### config.mk
export PLATFORM = sky130hd
export DESIGN_NAME = addsub_serial
export DESIGN_NICKNAME = d
export VERILOG_FILES = /design/src/rtl/addsub_pkg.sv /design/src/rtl/addsub_digit.sv /design/src/rtl/addsub_serial.sv
export SDC_FILE = /design/constraint.sdc
export NUM_CORES = 1
export LEC_CHECK = 0
export ABC_AREA = 1
export CORE_ASPECT_RATIO = 1.5
export CORE_MARGIN = 5
export CORE_UTILIZATION = 50
export DETAILED_ROUTE_END_ITERATION = 8
export HOLD_SLACK_MARGIN = 0.03
export PLACE_DENSITY = 0.77
export SLEW_MARGIN = 20
export SYNTH_ARGS = -nofsm -noshare
export SYNTH_HDL_FRONTEND = slang
export SYNTH_SLANG_ARGS = --single-unit
### constraint.sdc
create_clock -name clk -period 3.7 [get_ports clk]
set_input_delay 0.37 -clock clk [delete_from_list [all_inputs] [get_ports clk]]
set_output_delay 0.37 -clock clk [all_outputs]
set_load 0.05 [all_outputs]
### src/rtl/addsub_pkg.sv
// Shared types and constants for the digit-serial adder/subtractor.
package addsub_pkg;

    typedef enum logic [1:0] {
        IDLE,
        RUN,
        DONE
    } state_t;

    localparam logic OP_ADD = 1'b0;
    localparam logic OP_SUB = 1'b1;

endpackage

### src/rtl/addsub_digit.sv
// Combinational DIGIT-bit ripple slice; reports carry out and carry into the slice MSB.
module addsub_digit #(
    parameter int unsigned DIGIT = 2
) (
    input  logic [DIGIT-1:0] x,
    input  logic [DIGIT-1:0] y,
    input  logic             cin,
    output logic [DIGIT-1:0] sum,
    output logic             cout,
    output logic             c_msb
);

    logic [DIGIT:0] full;

    always_comb begin
        full  = {1'b0, x} + {1'b0, y} + {{DIGIT{1'b0}}, cin};
        sum   = full[DIGIT-1:0];
        cout  = full[DIGIT];
        // Carry into the MSB recovered from the MSB sum bit: s = x ^ y ^ cin_msb.
        c_msb = x[DIGIT-1] ^ y[DIGIT-1] ^ full[DIGIT-1];
    end

endmodule

### src/rtl/addsub_serial.sv
// Digit-serial two's-complement adder/subtractor with valid/ready handshakes
// and carry / signed-overflow / zero flags.
module addsub_serial
    import addsub_pkg::*;
#(
    parameter int unsigned WIDTH = 8,
    parameter int unsigned DIGIT = 2
) (
    input  logic             clk,
    input  logic             rst,
    input  logic             in_valid,
    output logic             in_ready,
    input  logic [WIDTH-1:0] a,
    input  logic [WIDTH-1:0] b,
    input  logic             m,
    output logic             out_valid,
    input  logic             out_ready,
    output logic [WIDTH-1:0] s,
    output logic             c,
    output logic             v,
    output logic             z
);

    localparam int unsigned NDIG = WIDTH / DIGIT;
    localparam int unsigned CW   = $clog2(NDIG + 1);

    generate
        if (DIGIT < 1 || (WIDTH % DIGIT) != 0) begin : g_bad_params
            $error("addsub_serial: WIDTH must be a nonzero multiple of DIGIT");
        end
    endgenerate

    state_t                 state, state_nxt;
    logic [WIDTH-1:0]       wa, wb, wr, wr_nxt;
    logic                   carry;
    logic [CW-1:0]          cnt;
    logic                   accept, last;
    logic [DIGIT-1:0]       dsum;
    logic                   dcout, dcmsb;
    logic [WIDTH+DIGIT-1:0] cat;

    addsub_digit #(.DIGIT(DIGIT)) u_digit (
        .x     (wa[DIGIT-1:0]),
        .y     (wb[DIGIT-1:0]),
        .cin   (carry),
        .sum   (dsum),
        .cout  (dcout),
        .c_msb (dcmsb)
    );

    always_comb begin
        accept = in_valid && in_ready;
        last   = (cnt == CW'(NDIG - 1));
        // New digit enters at the MSB end; the concatenation also covers DIGIT == WIDTH.
        cat    = {dsum, wr};
        wr_nxt = cat[WIDTH+DIGIT-1:DIGIT];
    end

    always_ff @(posedge clk or posedge rst) begin
        if (rst) begin
            state <= IDLE;
        end else begin
            state <= state_nxt;
        end
    end

    always_comb begin
        state_nxt = state;
        case (state)
            IDLE:    if (accept)    state_nxt = RUN;
            RUN:     if (last)      state_nxt = DONE;
            DONE:    if (out_ready) state_nxt = IDLE;
            default:                state_nxt = IDLE;
        endcase
    end

    always_comb begin
        in_ready  = (state == IDLE);
        out_valid = (state == DONE);
    end

    always_ff @(posedge clk or posedge rst) begin
        if (rst) begin
            wa    <= '0;
            wb    <= '0;
            wr    <= '0;
            carry <= 1'b0;
            cnt   <= '0;
            s     <= '0;
            c     <= 1'b0;
            v     <= 1'b0;
            z     <= 1'b0;
        end else begin
            case (state)
                IDLE: begin
                    if (accept) begin
                        wa    <= a;
                        wb    <= b ^ {WIDTH{m}};
                        carry <= (m == OP_SUB);
                        cnt   <= '0;
                    end
                end
                RUN: begin
                    wa    <= wa >> DIGIT;
                    wb    <= wb >> DIGIT;
                    wr    <= wr_nxt;
                    carry <= dcout;
                    cnt   <= cnt + CW'(1);
                    // Flags load on the same edge that enters DONE.
                    if (last) begin
                        s <= wr_nxt;
                        c <= dcout;
                        v <= dcout ^ dcmsb;
                        z <= (wr_nxt == '0);
                    end
                end
                default: ;
            endcase
        end
    end

endmodule

==> impl_results.md, run 1 <==
* Core area at approximately 3600 um^2
* Die Area at about 5100 um^2
* Fillers at 316
* Via-per-instance ratio at 5.14
* Fin Clk Skew at between 0.006 and 0.007 ns
* Worst R2R Setup Slack at ~1.8 ns
* Drt first-iter violations at 61
* Max Transition Viols Final at 0
* Leakage power at ~1.1 nW
* Routability cong. at roughly 0.75
* Cts repair resizes at 0
* Synth Instances at between 200 and 250
* Io pins at 34
* First-pass GRT wire length at ~6.3 mm
* Fin nets at 265
* CTS Buf Count at 5
* Initial antenna violation count at 0
* CP Class: flop to output pin
* Seq/Total Area, Yosys at a little over half
* Initial core utilization at between 50% and 60%
* Reg2Reg Capture Point: v
* Drc violations at 0
* FF-to-FF Start: carry
* Final period util at about 56%
* Vias at between 1000 and 1500
* Status: complete, no violations
* Worst-path clk slew at 0.08 ns
* PD cells at about 930 nW/um^2
* Sum Neg Setup Slack at 0 ns
* Post-Syn Nets at between 200 and 250
* Post-synth EDFFs at 0
* Design Area, Final at 2320 um^2
* Setup violators final at 0
* Top-count cell post-synth: nand2_1
* Asr flop ratio synth at 100%
* Final Util at a little under two thirds
* Total of max-cap violations at 0
* Hold-fix buffers, CTS at 0
* Worst-Skew Late Latency at 0.29 ns
* Yosys top cell by area: dfrtp_1
* Die height at ~85 um
* Total wire length after detailed routing at 3.58 mm
* Antenna Violating Nets Remaining at 0
* Post-CTS Setup Repair Bufs at 0
* Port bufs at 33
* Share of the synthesized area in the top cell type at between 50% and 60%
* Rel. slew slack at 67.0%
* Post-Synthesis Cell Area at 1870 um^2
* H-tree depth at 2
* Crit end category: output pin
* Dpl cell area at 2190 um^2
* Max Freq at 486 MHz
* Area growth syn-to-layout at 24.5%
* Multi-input logic area at about 740 um^2
* #FFs+latches synth at 39
* Global Route Usage Sum at between 10% and 20%
* List of most frequent post-synthesis cells: nand2_1, dfrtp_1, nand3_1, inv_1
* Site row count at 27
* Synth cell types at 22
* Worst EP arrival at 1.69 ns
* Hold Path Class: input port to asynchronous set/reset pin
* Worst-Margin Slew at 0.494 ns
* CTS tree: built
* Worst r2r path cells at 8
* Worst hold slack at between 0.4 and 0.5 ns
* Avg Cell Area, Syn at roughly 9 um^2
* First-pass DRT Iterations at 6
* Ranking of synthesized cells by area: dfrtp_1, nand2_1, nand3_1, o21ai_2, inv_1
* RSZ-0062 raised after global routing: no
* HPWL after detailed placement at roughly 2.5 mm
* Worst Setup Start Kind: flop
* Storage element area at a little under 1000 um^2
* Total grt overflow at 0
* Clock Tree Root: clkbuf_8
* Hold Vio Cnt, Final at 0
* Ys flop type: dfrtp_1
* Final worst path period need at 2.06 ns
* Synth warn at 0
* Clk buf depth at 2
* Share of layout cells above drive strength 1 at 10.4%
* CTS sink count at 39
* Wire per inst at between 10 and 15 um
* Largest net degree at the start of global routing at 40
* Die Width at roughly 60 um
* Vias in the first global route at approximately 1400
* CP Max Fanout at 4
* N_diodes at 0
* Critical Path RT at about 3.3 ns
* Peak VDD IR at ~0.51 mV
==> stage by stage <==
step	instances	setup WS [ns]	power, W
after detailed placement	275	1.79	0.00175
after global placement	275	1.87	0.00170
after CTS	283	1.62	0.00217
final	283	1.64	0.00215
after global routing	283	1.59	0.00232
after floorplan	207	1.91	0.00150
==> sequential cells by signal, summed over array words and instances (netlist names) <==
| register | cells |
|---|---|
| state | 2 |
| wr | 6 |
| wa | 8 |
| wb | 8 |
| carry | 1 |
| c | 1 |
| cnt | 3 |
| s | 8 |
| v | 1 |
| z | 1 |
==> layer usage <==
layer	wire (um)	global-route usage [%]	up-vias
met3	165	3.81	8
met5	0	0	-
li1	-	-	719
met4	61	6.65	0
met2	1860	27.3	35
met1	1480	18.8	694
==> worst max-delay path: stages (launching register included) <==
cell and delay [ns]:
dfrtp_1 0.45, nor2_1 0.14, clkdlybuf4s50_1 0.81
==> report_power, final <==
group	switching (W)	total, W	internal, W
clock network	0.000147	0.000417	0.000270
logic	0.000689	0.00103	0.000339
registers	0.000100	0.000706	0.000606
total	0.000936	0.00215	0.00121
==> cell type report <==
class,count,area share (%)
inverters,21,3.39
well taps,43,2.32
repair buffers,34,14.5
clock buffers,6,3.12
multi-input cells,138,32.0
flip-flops and latches,39,42.0
clock inverters,2,2.58
==> cell usage in the layout (no fill, tap or decap), drive strengths merged <==
master          n
bufinv          2
xnor2           2
o22ai           1
nor2            6
o21ai          18
nand2          63
dfrtp          39
fa              2
buf             1
clkdlybuf4s50  33
xor2            6
o31ai           1
nand3          35
a21oi           1
ha              3
clkbuf          6
inv            21
==> cells by family (layout without fill, tap and decap cells) <==
kind of cell               count (synthesis)  in the layout  share of synthesized area, %
xor gates and xnor gates                   8              8                          3.76
and+or+nand+nor                          104            104                          24.3
AOI/OAI and AO/OA                         21             21                          7.65
adders and majority gates                  5              5                          4.16
buffers and inverters                     30             63                          7.78
DFF                                       39             39                          52.3
==> worst max path at each step <==
stage	start	to	depth (start not counted)
6_report	state[0]	out_valid	2
3_5_place_dp	carry	v	8
2_1_floorplan	carry	v	8
4_1_cts	state[0]	out_valid	2
3_3_place_gp	carry	v	8
5_1_grt	state[0]	in_ready	2
No activity file was read; power rests on OpenSTA's default activity.
==> inputs of run 2 (changes only) <==
--- a/config.mk
+++ b/config.mk
@@ -8,10 +8,10 @@
 export ABC_AREA = 1
 export CORE_ASPECT_RATIO = 1.5
 export CORE_MARGIN = 5
-export CORE_UTILIZATION = 50
+export CORE_UTILIZATION = 46
 export DETAILED_ROUTE_END_ITERATION = 8
 export HOLD_SLACK_MARGIN = 0.03
-export PLACE_DENSITY = 0.77
+export PLACE_DENSITY = 0.74
 export SLEW_MARGIN = 20
 export SYNTH_ARGS = -nofsm -noshare
 export SYNTH_HDL_FRONTEND = slang
==> constraint.sdc (replaced) <==
create_clock -name clk -period 1.8 [get_ports clk]
set_input_delay 0.18 -clock clk [delete_from_list [all_inputs] [get_ports clk]]
set_output_delay 0.18 -clock clk [all_outputs]
set_load 0.05 [all_outputs]
==> run 2 against run 1 <==
Against the previous run:
- the run now ends with negative setup slack left
- worst setup slack worse by 1.6 ns
- critical path depth up 6
- register-to-register slack worse by 1.8 ns
- flip-flop and latch count unchanged
- first-iteration DRC count down 9.8%
- global-route usage down 1.3 points
- cell area up 0.97%
- clock skew down 0.0034 ns
- via count up 0.21%
- utilization down 3.9 points
- highest routed layer unchanged
==> impl_results.md, run 2 (synthesis gave the netlist of run 1 again) <==
* Status: complete, but fails checks
* Failing checks: negative setup slack
* CTS sink count at 39 (unchanged)
* Total of max-cap violations at 0 (unchanged)
* First-pass DRT Iterations at 4 (-2)
* Vias in the first global route at 1373 (-4.6%)
* PD cells at 1850 nW/um^2 (+100%)
* N_diodes at 0 (unchanged)
* Clock power frac at 13.6% (-5.8 points)
* Cell-internal power at 0.00237 W (+95%)
* Area growth syn-to-layout at 25.8%
* Max incr delay on CP at 0.60 ns (-0.21 ns)
* Largest net degree at the start of global routing at 40 (unchanged)
* CTS tree: built
* Global Route Usage Sum at 14.7% (-1.3 points)
* Rel. slew slack at 66.5% (-0.45 points)
* Comb pwr share at 52.9% (+5.1 points)
* Io pins at 34 (unchanged)
* Dpl ws at -0.0624 ns (-1.85 ns)
* HPWL after detailed placement at 2.43 mm (-2.3%)
* Placed insts at 280 (+1.8%)
* Worst-Margin Slew at 0.501 ns (+0.00672 ns)
* Final std cells w/o fill at 290 (+2.5%)
* Most frequent cells in the layout: nand2_1, dfrtp_1, nand3_1
* Multi-input logic area at 769 um^2 (+3.4%)
* Critical Path RT at 1.99 ns (-1.34 ns)
* Slowest CP cell: fa_2
* Switching pwr at 0.00198 W (+110%)
* CP Max Fanout at 6 (+2)
* Setup violators final at 1 (+1)
* Hold Vio Cnt, Final at 0 (unchanged)
* Final period util at 100%
* Drt first-iter violations at 55 (-9.8%)
* Clk buf depth at 2 (unchanged)
* Final worst path period need at ~1.8 ns
* Share of layout cells above drive strength 1 at 17.1% (+6.7 points)
* Final Util at 59.8% (-3.9 points)
* Storage element area at 976 um^2 (unchanged)
* Reg power frac at 33.5% (+0.7 points)
* Max Transition Viols Final at 0 (unchanged)
* Fin nets at 271 (+2.3%)
* Core area at 3920 um^2 (+7.5%)
* Die Area at 5460 um^2 (+7.4%)
* Worst EP arrival at 1.99 ns (+0.30 ns)
* Clock Tree Root: clkbuf_8
* Antenna Violating Nets Remaining at 0 (unchanged)
* Drc violations at 0 (unchanged)
* Wire per inst at 12.0 um (-4.9%)
* Port bufs at 33 (unchanged)
* Routability cong. at 0.793 (+6.2%)
* CP Class: flop to flop
* Fin Clk Skew at 0.00294 ns (-0.00341 ns)
* Worst-Skew Late Latency at 0.29 ns (about the same)
* Site row count at 28 (+3.7%)
* H-tree depth at 2 (unchanged)
* CTS Buf Count at 5 (unchanged)
* First-pass GRT wire length at 5.96 mm (-5.8%)
* Die Width at 62.0 um (+3.5%)
* Die height at 88.0 um (+3.8%)
* Peak VDD IR at 1.21 mV (+140%)
* Initial antenna violation count at 0 (unchanged)
* Most common cell after layout, fill and taps aside: nand2_1
* Fillers at 351 (+11%)
* Max Freq at roughly 550 MHz
* Hold Path Class: input port to asynchronous set/reset pin
* Worst path cell trace: inv_2, fa_2, fa_2, inv_2, nand2_2, nand3_2, nand3_2, nand2_1
* Total grt overflow at 0 (unchanged)
* RSZ-0062 raised after global routing: yes
* PnR worst setup slack at -0.00276 ns (-1.64 ns)
* Via-per-instance ratio at 5.03 (-2.2%)
* Vias at 1459 (+0.21%)
* Worst Setup Start Kind: flop
* Crit end category: flop
* Total wire length after detailed routing at 3.49 mm (-2.5%)
* Switching Share at 45.5% (+2.0 points)
* Worst hold slack at 0.299 ns (-0.188 ns)
* Leakage power at 1.13 nW (+1.7%)
* Initial core utilization at 47.5% (-3.6 points)
* Worst-path clk slew at 0.07 ns (about the same)
* Largest registers: s: 8 flops, wa: 8 flops, wb: 8 flops
==> run 2: final cells by class <==
class | instances | share of cell area (%)
clock buffers | 6 | 3.52
clock inverters | 1 | 0.213
inverters | 21 | 3.36
multi-input cells | 138 | 32.8
flip-flops and latches | 39 | 41.6
well taps | 45 | 2.40
repair buffers | 40 | 16.1
==> run 2: worst max-delay path, delay by kind of cell (launching register included) <==
kind | cells | cell delay [ns]
adder cells (fa/ha/maj) | 2 | 0.98
buffers and inverters | 2 | 0.11
flip-flops | 1 | 0.37
AND/OR/NAND/NOR | 4 | 0.24
==> run 2: what timing repair did <==
item,CTS,global route
setup endpoints to repair,2,2
pin swaps,2,3
setup buffers,1,2
hold buffers,0,0
resized for setup,4,5
==> run 2: power by group through the flow <==
stage / combinational [W] / sequential, W / clock, W
after floorplan: 0.00130 / 0.00178 / 0
after CTS: 0.00221 / 0.00146 / 0.000604
final: 0.00230 / 0.00146 / 0.000591
after global placement: 0.00211 / 0.00145 / 0
after global routing: 0.00256 / 0.00150 / 0.000646
after detailed placement: 0.00215 / 0.00147 / 0
==> run 2: layer usage <==
metal  track usage (%)  part of all wire [%]
met2              24.4                    54
met3              4.42                   5.1
met5                 0                     0
met4              6.56                   1.7
met1              17.0                    39
==> run 2: per-stage QoR <==
stage	total power, W	TNS (ns)	area, um^2
floorplan	0.00308	0	1870
global placement	0.00356	-0.0150	2210
detailed placement	0.00363	-0.0624	2210
CTS	0.00427	-0.0134	2310
global route	0.00471	-0.0952	2350
finish	0.00434	-0.00276	2350
==> run 2: worst paths after layout <==
kind	startpoint	to	slack (ns)	cells after the start
hold / removal	rst	state[1]	0.30	3
hold reg to reg	s[3]	s[3]	0.48	2
setup / recovery	wa[0]	v	-0.003	8
setup reg to reg	wa[0]	v	-0.003	8
min in group clk	a[7]	wa[7]	0.42	3
max in group asynchronous	rst	wa[1]	1.17	3
==> inputs of run 3 (changes only) <==
--- a/config.mk
+++ b/config.mk
@@ -12,6 +12,7 @@
 export DETAILED_ROUTE_END_ITERATION = 8
 export HOLD_SLACK_MARGIN = 0.03
 export PLACE_DENSITY = 0.74
+export SETUP_SLACK_MARGIN = 0.2
 export SLEW_MARGIN = 20
 export SYNTH_ARGS = -nofsm -noshare
 export SYNTH_HDL_FRONTEND = slang
==> run 3 against run 2 <==
Against the previous run:
- critical path depth did not move
- the flow now finishes without violations
- first-iteration DRC count down 9.1%
- global-route usage rose by 0.091 points
- clock skew is 0.0019 ns higher
- die area stayed put
- critical endpoint unchanged
- total power is 3.9% lower
- worst setup slack improved by 0.0057 ns
- wire length fell by 2.6%
- cell area is 1.5% lower
- register-to-register slack about the same
- count of clock-buffer cells in the layout grew 1
==> impl_results.md, run 3 (synthesis gave the netlist of run 1 again) <==
* First-pass DRT Iterations at 4 (unchanged)
* Crit end category: flop
* Design Area, Final at 2310 um^2 (-1.5%)
* Placed insts at 278 (-0.71%)
* Worst-Skew Late Latency at 0.29 ns (about the same)
* PD cells at 1810 nW/um^2 (-2.4%)
* Routability cong. at 0.741 (-6.5%)
* CP Max Fanout at 5 (-1)
* CTS tree: built
* Most common cell after layout, fill and taps aside: nand2_1
* Vias in the first global route at 1387 (+1.0%)
* Antenna Violating Nets Remaining at 0 (unchanged)
* Rel. slew slack at 67.0% (+0.47 points)
* Dpl cell area at 2200 um^2 (-0.45%)
* Worst-Margin Slew at 0.497 ns (-0.00344 ns)
* Total of max-cap violations at 0 (unchanged)
* Worst r2r path cells at 8 (unchanged)
* Status: complete, no violations
* Max Freq at 556 MHz (+0.32%)
* Final std cells w/o fill at 290 (unchanged)
* Largest registers: s: 8 flops, wa: 8 flops, wb: 8 flops
* Hold Vio Cnt, Final at 0 (unchanged)
* PnR worst setup slack at 0.00293 ns (+0.00569 ns)
* Initial core utilization at 47.5% (unchanged)
* Hold-fix buffers, CTS at 0 (unchanged)
* Die Width at 62.0 um (unchanged)
* First-pass GRT wire length at 6.09 mm (+2.2%)
* Total wire length after detailed routing at 3.40 mm (-2.6%)
* Wire per inst at 11.7 um (-2.6%)
* H-tree depth at 2 (unchanged)
* Worst hold slack at 0.297 ns (-0.00147 ns)
* Worst-path clk slew at 0.07 ns (about the same)
* Most frequent cells in the layout: nand2_1, dfrtp_1, nand3_1
* CP Class: flop to flop
* Worst Setup Start Kind: flop
* CTS sink count at 39 (unchanged)
* Setup violators final at 0 (-1)
* Die height at 88.0 um (unchanged)
* Leakage power at 1.15 nW (+2.3%)
* FF-to-FF Start: wa[0]
* CTS Buf Count at 5 (unchanged)
* Final worst path period need at 1.80 ns (-0.00569 ns)
* Peak VDD IR at 0.837 mV (-31%)
* Clock Tree Root: clkbuf_8
* Fin Clk Skew at 0.00486 ns (+0.00192 ns)
* Worst EP arrival at 1.98 ns (about the same)
* Dpl ws at -0.0163 ns (+0.0461 ns)
* Core area at 3920 um^2 (unchanged)
* Global Route Usage Sum at 14.8% (+0.091 points)
* Site row count at 28 (unchanged)
* Share of layout cells above drive strength 1 at 15.5% (-1.6 points)
* HPWL after detailed placement at 2.43 mm (-0.21%)
* Clk buf depth at 2 (unchanged)
* Fin nets at 270 (-0.37%)
* Area growth syn-to-layout at 23.9%
* Reg2Reg Capture Point: v
* Hold Path Class: input port to asynchronous set/reset pin
* Drc violations at 0 (unchanged)
* Vias at 1432 (-1.9%)
* Total grt overflow at 0 (unchanged)
* Largest net degree at the start of global routing at 40 (unchanged)
* Worst R2R Setup Slack at 0.003 ns (about the same)
* Via-per-instance ratio at 4.94 (-1.9%)
* Final period util at 99.8% (-0.32 points)
* Drt first-iter violations at 50 (-9.1%)
* Die Area at 5460 um^2 (unchanged)
* Initial antenna violation count at 0 (unchanged)
* N_diodes at 0 (unchanged)
* Max Transition Viols Final at 0 (unchanged)
* Port bufs at 33 (unchanged)
* Critical Path RT at 1.98 ns (about the same)
* RSZ-0062 raised after global routing: yes
* Io pins at 34 (unchanged)
==> run 3: cell count changes in the layout (fill, tap and decap cells not counted) <==
cell | previous run | this run
clkbuf_8 | 6 | 5
nand3_1 | 32 | 33
clkbuf_1 | 0 | 2
nand3_2 | 3 | 2
clkdlybuf4s50_1 | 31 | 20
dlygate4sd2_1 | 0 | 11
nand2_2 | 3 | 2
buf_4 | 9 | 8
nand2_1 | 59 | 60
==> run 3: what timing repair did <==
item                                    CTS  global route
buffers inserted                          2             2
resized for setup                        11             3
pin swaps                                 1             0
endpoints found under the setup margin   15            13
==> run 3: metrics by stage <==
step | power [W] | utilization [%] | TNS, ns
5_1_grt | 0.00455 | 58.9 | -0.0729
4_1_cts | 0.00415 | 58.2 | 0
3_3_place_gp | 0.00354 | 56.1 | 0
3_5_place_dp | 0.00361 | 56.1 | -0.0163
2_1_floorplan | 0.00311 | - | 0
6_report | 0.00418 | 58.9 | 0
==> run 3: worst max path at each step <==
stage / from / end / slack, ns / cells past startpoint
2_1_floorplan: wa[0] / v / 0.07 / 8
3_3_place_gp: wa[0] / v / 0.03 / 8
3_5_place_dp: wa[0] / v / -0.02 / 8
4_1_cts: wa[0] / v / 0.03 / 8
5_1_grt: wa[0] / v / -0.06 / 8
6_report: wa[0] / v / 0.003 / 8
==> run 3: critical path, stage by stage (launching register included) <==
cell and delay, ns:
dfrtp_1 0.37, inv_2 0.05, fa_2 0.38, fa_2 0.59, inv_2 0.06, nand2_1 0.07
nand3_2 0.06, nand3_1 0.06, nand2_1 0.05
==> run 3: metal layers <==
layer	wire length, um	GRT usage (%)	vias to the layer above
met2	1800	26.0	31
met3	169	3.54	6
met1	1360	16.7	659
li1	-	-	736
met4	69	5.79	0
met5	0	0	-
==> run 3: final cells by class <==
cell class / instances / area, um^2
timing repair buffer: 39 / 357
inverter: 21 / 78.8
clock buffer: 7 / 76.3
multi-input combinational: 138 / 762
sequential: 39 / 976
tap: 45 / 56.3
clock inverter: 1 / 5.00
fill: 356 / 1610
==> run 3: power breakdown <==
group          internal [W]  switching (W)
logic              0.000732        0.00144
clock network      0.000272       0.000289
registers           0.00125       0.000199
total               0.00225        0.00193
==> RTL change 1: new RTL, config.mk and constraints of run 3 <==
Encoding of `state_t`: now one-hot (3 bits for 3 states).
--- a/src/rtl/addsub_pkg.sv
+++ b/src/rtl/addsub_pkg.sv
@@ -3,6 +3,6 @@
 
-    typedef enum logic [1:0] {
-        IDLE,
-        RUN,
-        DONE
+    typedef enum logic [2:0] {
+        IDLE = 3'b001,
+        RUN  = 3'b010,
+        DONE = 3'b100
     } state_t;
Behaviour: no difference found for any inputs over 10 cycles, from zero or initial values and one cycle with rst high; not proved beyond that.
==> RTL change 1 against run 3 <==
The flow now finishes with violations (setup timing); synthesized cell count increased by 29%; sequential power increased by 3%; fmax decreased by 1.2%; cell area increased by 10%; via count increased by 25%; total power increased by 0.63%; setup slack got worse by 0.023 ns; routed wire length increased by 23%; area after synthesis increased by 9.7%; sequential cell count increased by 1.
==> RTL change 1: results (changes against run 3) <==
synthCells: 267  # +29%
path_max_fanout: 5  # unchanged
dpl.hpwl_mm: 3.00  # +23%
dp_cells: 340  # +22%
cp.arrival_ns: 2.00  # +0.02 ns
first_iter_violations: 90  # +80%
wirelength_mm: 4.19  # +23%
grt_pass1_wl_mm: 7.20  # +18%
clock_latency_ns: 0.29  # about the same
outcome: "complete, but fails checks"
violations: "setup timing"
peakVddDrop_uv: 781  # -6.6%
routed_via_density: 5.12  # +3.7%
nets: 330  # +22%
wire_per_inst_um: 11.9  # +2.0%
p_leak_nw: 1.43  # +24%
worst-setup-path-type: "reg2reg"
grt_pass1_vias: 1636  # +18%
timing.reg2reg.setup_slack_ns: -0.02  # -0.02 ns
finalSetupTns_ns: -0.0196  # -0.0196 ns
nFillCells: 433  # +22%
place.gp.congestion: 0.787  # +6.2%
clock_skew_ns: 0.00822  # +0.00336 ns
syn-num-nets: 293  # +26%
synth_common_cells: "nand2_1 (109), nand3_1 (42), dfrtp_1 (39)"
relSlewSlack: 0.634  # -0.0360
grtUsageTotal: 0.153  # +0.00489
place_area_um2: 2420  # +10%
crit_end: "v$_DFFE_PP0P_"
synth_top_flop_cell: "dfrtp_1"
timing.hold.ws_ns: 0.305  # +0.00795 ns
drive_gt1_frac: 0.0984  # -0.0567
yosys-top-cells-area: "dfrtp_1 (48%), nand2_1 (20%), nand3_1 (10%)"
yosysWarnings: 0  # unchanged
grt_max_degree: 41  # +2.5%
setup-violations-final: 1  # +1
clockRootBuffer: "clkbuf_8"
dp_worst_setup_slack_ns: -0.0467  # -0.0303 ns
yosysSeqAreaShare: 0.490  # -0.0332
syn2layout_area_growth_pct: 24.6
setup_ws_ns: -0.0196  # -0.0225 ns
synth.distinct_cells: 22  # unchanged
[RTL change 1: changes by cell type in the layout (fill, tap and decap cells not counted), moves of 2 or more]
cell,change
buf_4,+3
inv_1,+9
inv_2,-3
nand2_1,+48
nand3_1,+9
nand3_2,-2
nand3b_1,+2
nand4_1,+2
o21ai_0,+2
o21ai_1,+5
o21ai_2,-9
xnor2_1,-2
xor2_1,-5
[RTL change 1: where the power goes]
| group | switching [W] | internal (W) |
|---|---|---|
| combinational | 0.00128 | 0.000718 |
| sequential | 0.000212 | 0.00127 |
| clock | 0.000303 | 0.000411 |
| total | 0.00180 | 0.00240 |
[RTL change 1: per-layer routing]
layer / GRT usage / routed length (um)
met3: 0.0220 / 186
met1: 0.180 / 1710
met4: 0.0758 / 94
met2: 0.269 / 2200
met5: 0 / 0
[RTL change 1: timing repair]
item / in CTS / in global routing
resized for setup: 13 / 1
setup buffers: 1 / 2
pin swaps: 2 / 1
endpoints found under the setup margin: 29 / 17
[RTL change 1: logic make-up after synthesis]
family	synth area share
and+or+nand+nor	0.338
buffers and inverters	0.0868
adders and majority gates	0.0379
AOI/OAI and AO/OA	0.0428
xor gates and xnor gates	0.00428
DFF	0.490
[RTL change 1: layout make-up]
| class | count | share of cell area |
|---|---|---|
| clock buffers | 6 | 0.0285 |
| well taps | 46 | 0.0226 |
| multi-input cells | 187 | 0.346 |
| flip-flops and latches | 40 | 0.393 |
| repair buffers | 43 | 0.157 |
| clock inverters | 2 | 0.0137 |
| inverters | 27 | 0.0398 |
[RTL change 1: critical path, delay by kind of cell (launching register included)]
family	cells	cell delay (ns)
buf+inv	1	0.05
fa+ha+maj	2	0.97
flops	1	0.37
simple gates	5	0.33
==> RTL change 2: new RTL, flow settings as in run 3 <==
Without the edit above. Set the parameter `WIDTH` to 16 (it was 8).
--- a/src/rtl/addsub_serial.sv
+++ b/src/rtl/addsub_serial.sv
@@ -5,3 +5,3 @@
 #(
-    parameter int unsigned WIDTH = 8,
+    parameter int unsigned WIDTH = 16,
     parameter int unsigned DIGIT = 2
Interface: changed (resized a, b and s); port bits go from 34 to 58. The function was not compared with the original's and may differ.
==> RTL change 2 against run 3 <==
Cell area up 82%; setup slack improved by 0.025 ns; first-iteration DRC count rose to 2.8 times the old value; sequential cell count is 33 higher; total power increased by 65%; utilization is 0.79 points lower; area after synthesis increased by 82%; cell count up 84%; routed wire length is 100% higher; hold slack worse by 0.11 ns; critical endpoint is now z$_DFFE_PP0P_.
==> RTL change 2: results (changes against run 3) <==
path_max_fanout: 4  # -1
dp_cells: 517  # +86%
relSlewSlack: 0.671  # +0.00133
grt_pass1_wl_mm: 11.6  # +90%
met3_usage: 0.0227  # -0.0127
reg_top3: "s x16, wa x16, wb x16"
place_area_um2: 4040  # +84%
outcome: "finished clean"
place.gp.congestion: 0.793  # +7.0%
timing.hold.ws_ns: 0.185  # -0.112 ns
nFillCells: 696  # +96%
syn-num-nets: 412  # +77%
fmax_ghz: 0.564  # +1.4%
cts_buffers: 9  # +4
placement.io_buffers: 57  # +73%
wire_per_inst_um: 12.7  # +8.4%
final_cell_count_no_fill: 534  # +84%
p_clk_w: 0.00110  # +96%
wl_met1_mm: 2.85  # +110%
timing.reg2reg.setup_slack_ns: 0.03  # +0.03 ns
cp.arrival_ns: 2.06  # +0.08 ns
synth_compound_gate_area_share: 0.0940  # +0.0175
clock_latency_ns: 0.35  # +0.06 ns
nets: 470  # +74%
synth_common_cells: "nand2_1 (111), dfrtp_1 (72), nand3_1 (51)"
routed_via_density: 4.91  # -0.49%
yosys-top-cells-area: "dfrtp_1 (53%), nand2_1 (12%), nand3_1 (7.5%)"
grt_max_degree: 36  # -10%
gr-usage-met2: 0.278  # +0.0178
dp_worst_setup_slack_ns: 0.0103  # +0.0267 ns
drive_gt1_frac: 0.131  # -0.0238
RTL change 2: cell type report:
cell class	count	area [um2]	area share
flip-flops and latches	72	1800	0.429
multi-input cells	248	1330	0.317
repair buffers	67	654	0.156
clock buffers	12	145	0.0346
well taps	100	125	0.0298
inverters	31	123	0.0292
clock inverters	4	20.0	0.00477
RTL change 2: cells by family (layout without fill, tap and decap cells):
logic type / count (synthesis) / in the layout
flip-flops: 72 / 72
AO/OA/AOI/OAI: 47 / 47
XOR/XNOR: 16 / 16
AND/OR/NAND/NOR: 181 / 181
buffers and inverters: 51 / 114
adder cells (fa/ha/maj): 4 / 4
RTL change 2: repair_timing:
action                                  in CTS  in global routing
endpoints found under the setup margin      24                  5
buffers inserted                             0                  1
endpoints found under the hold margin        0                  0
pin swaps                                    3                  0
resized for setup                           20                  3
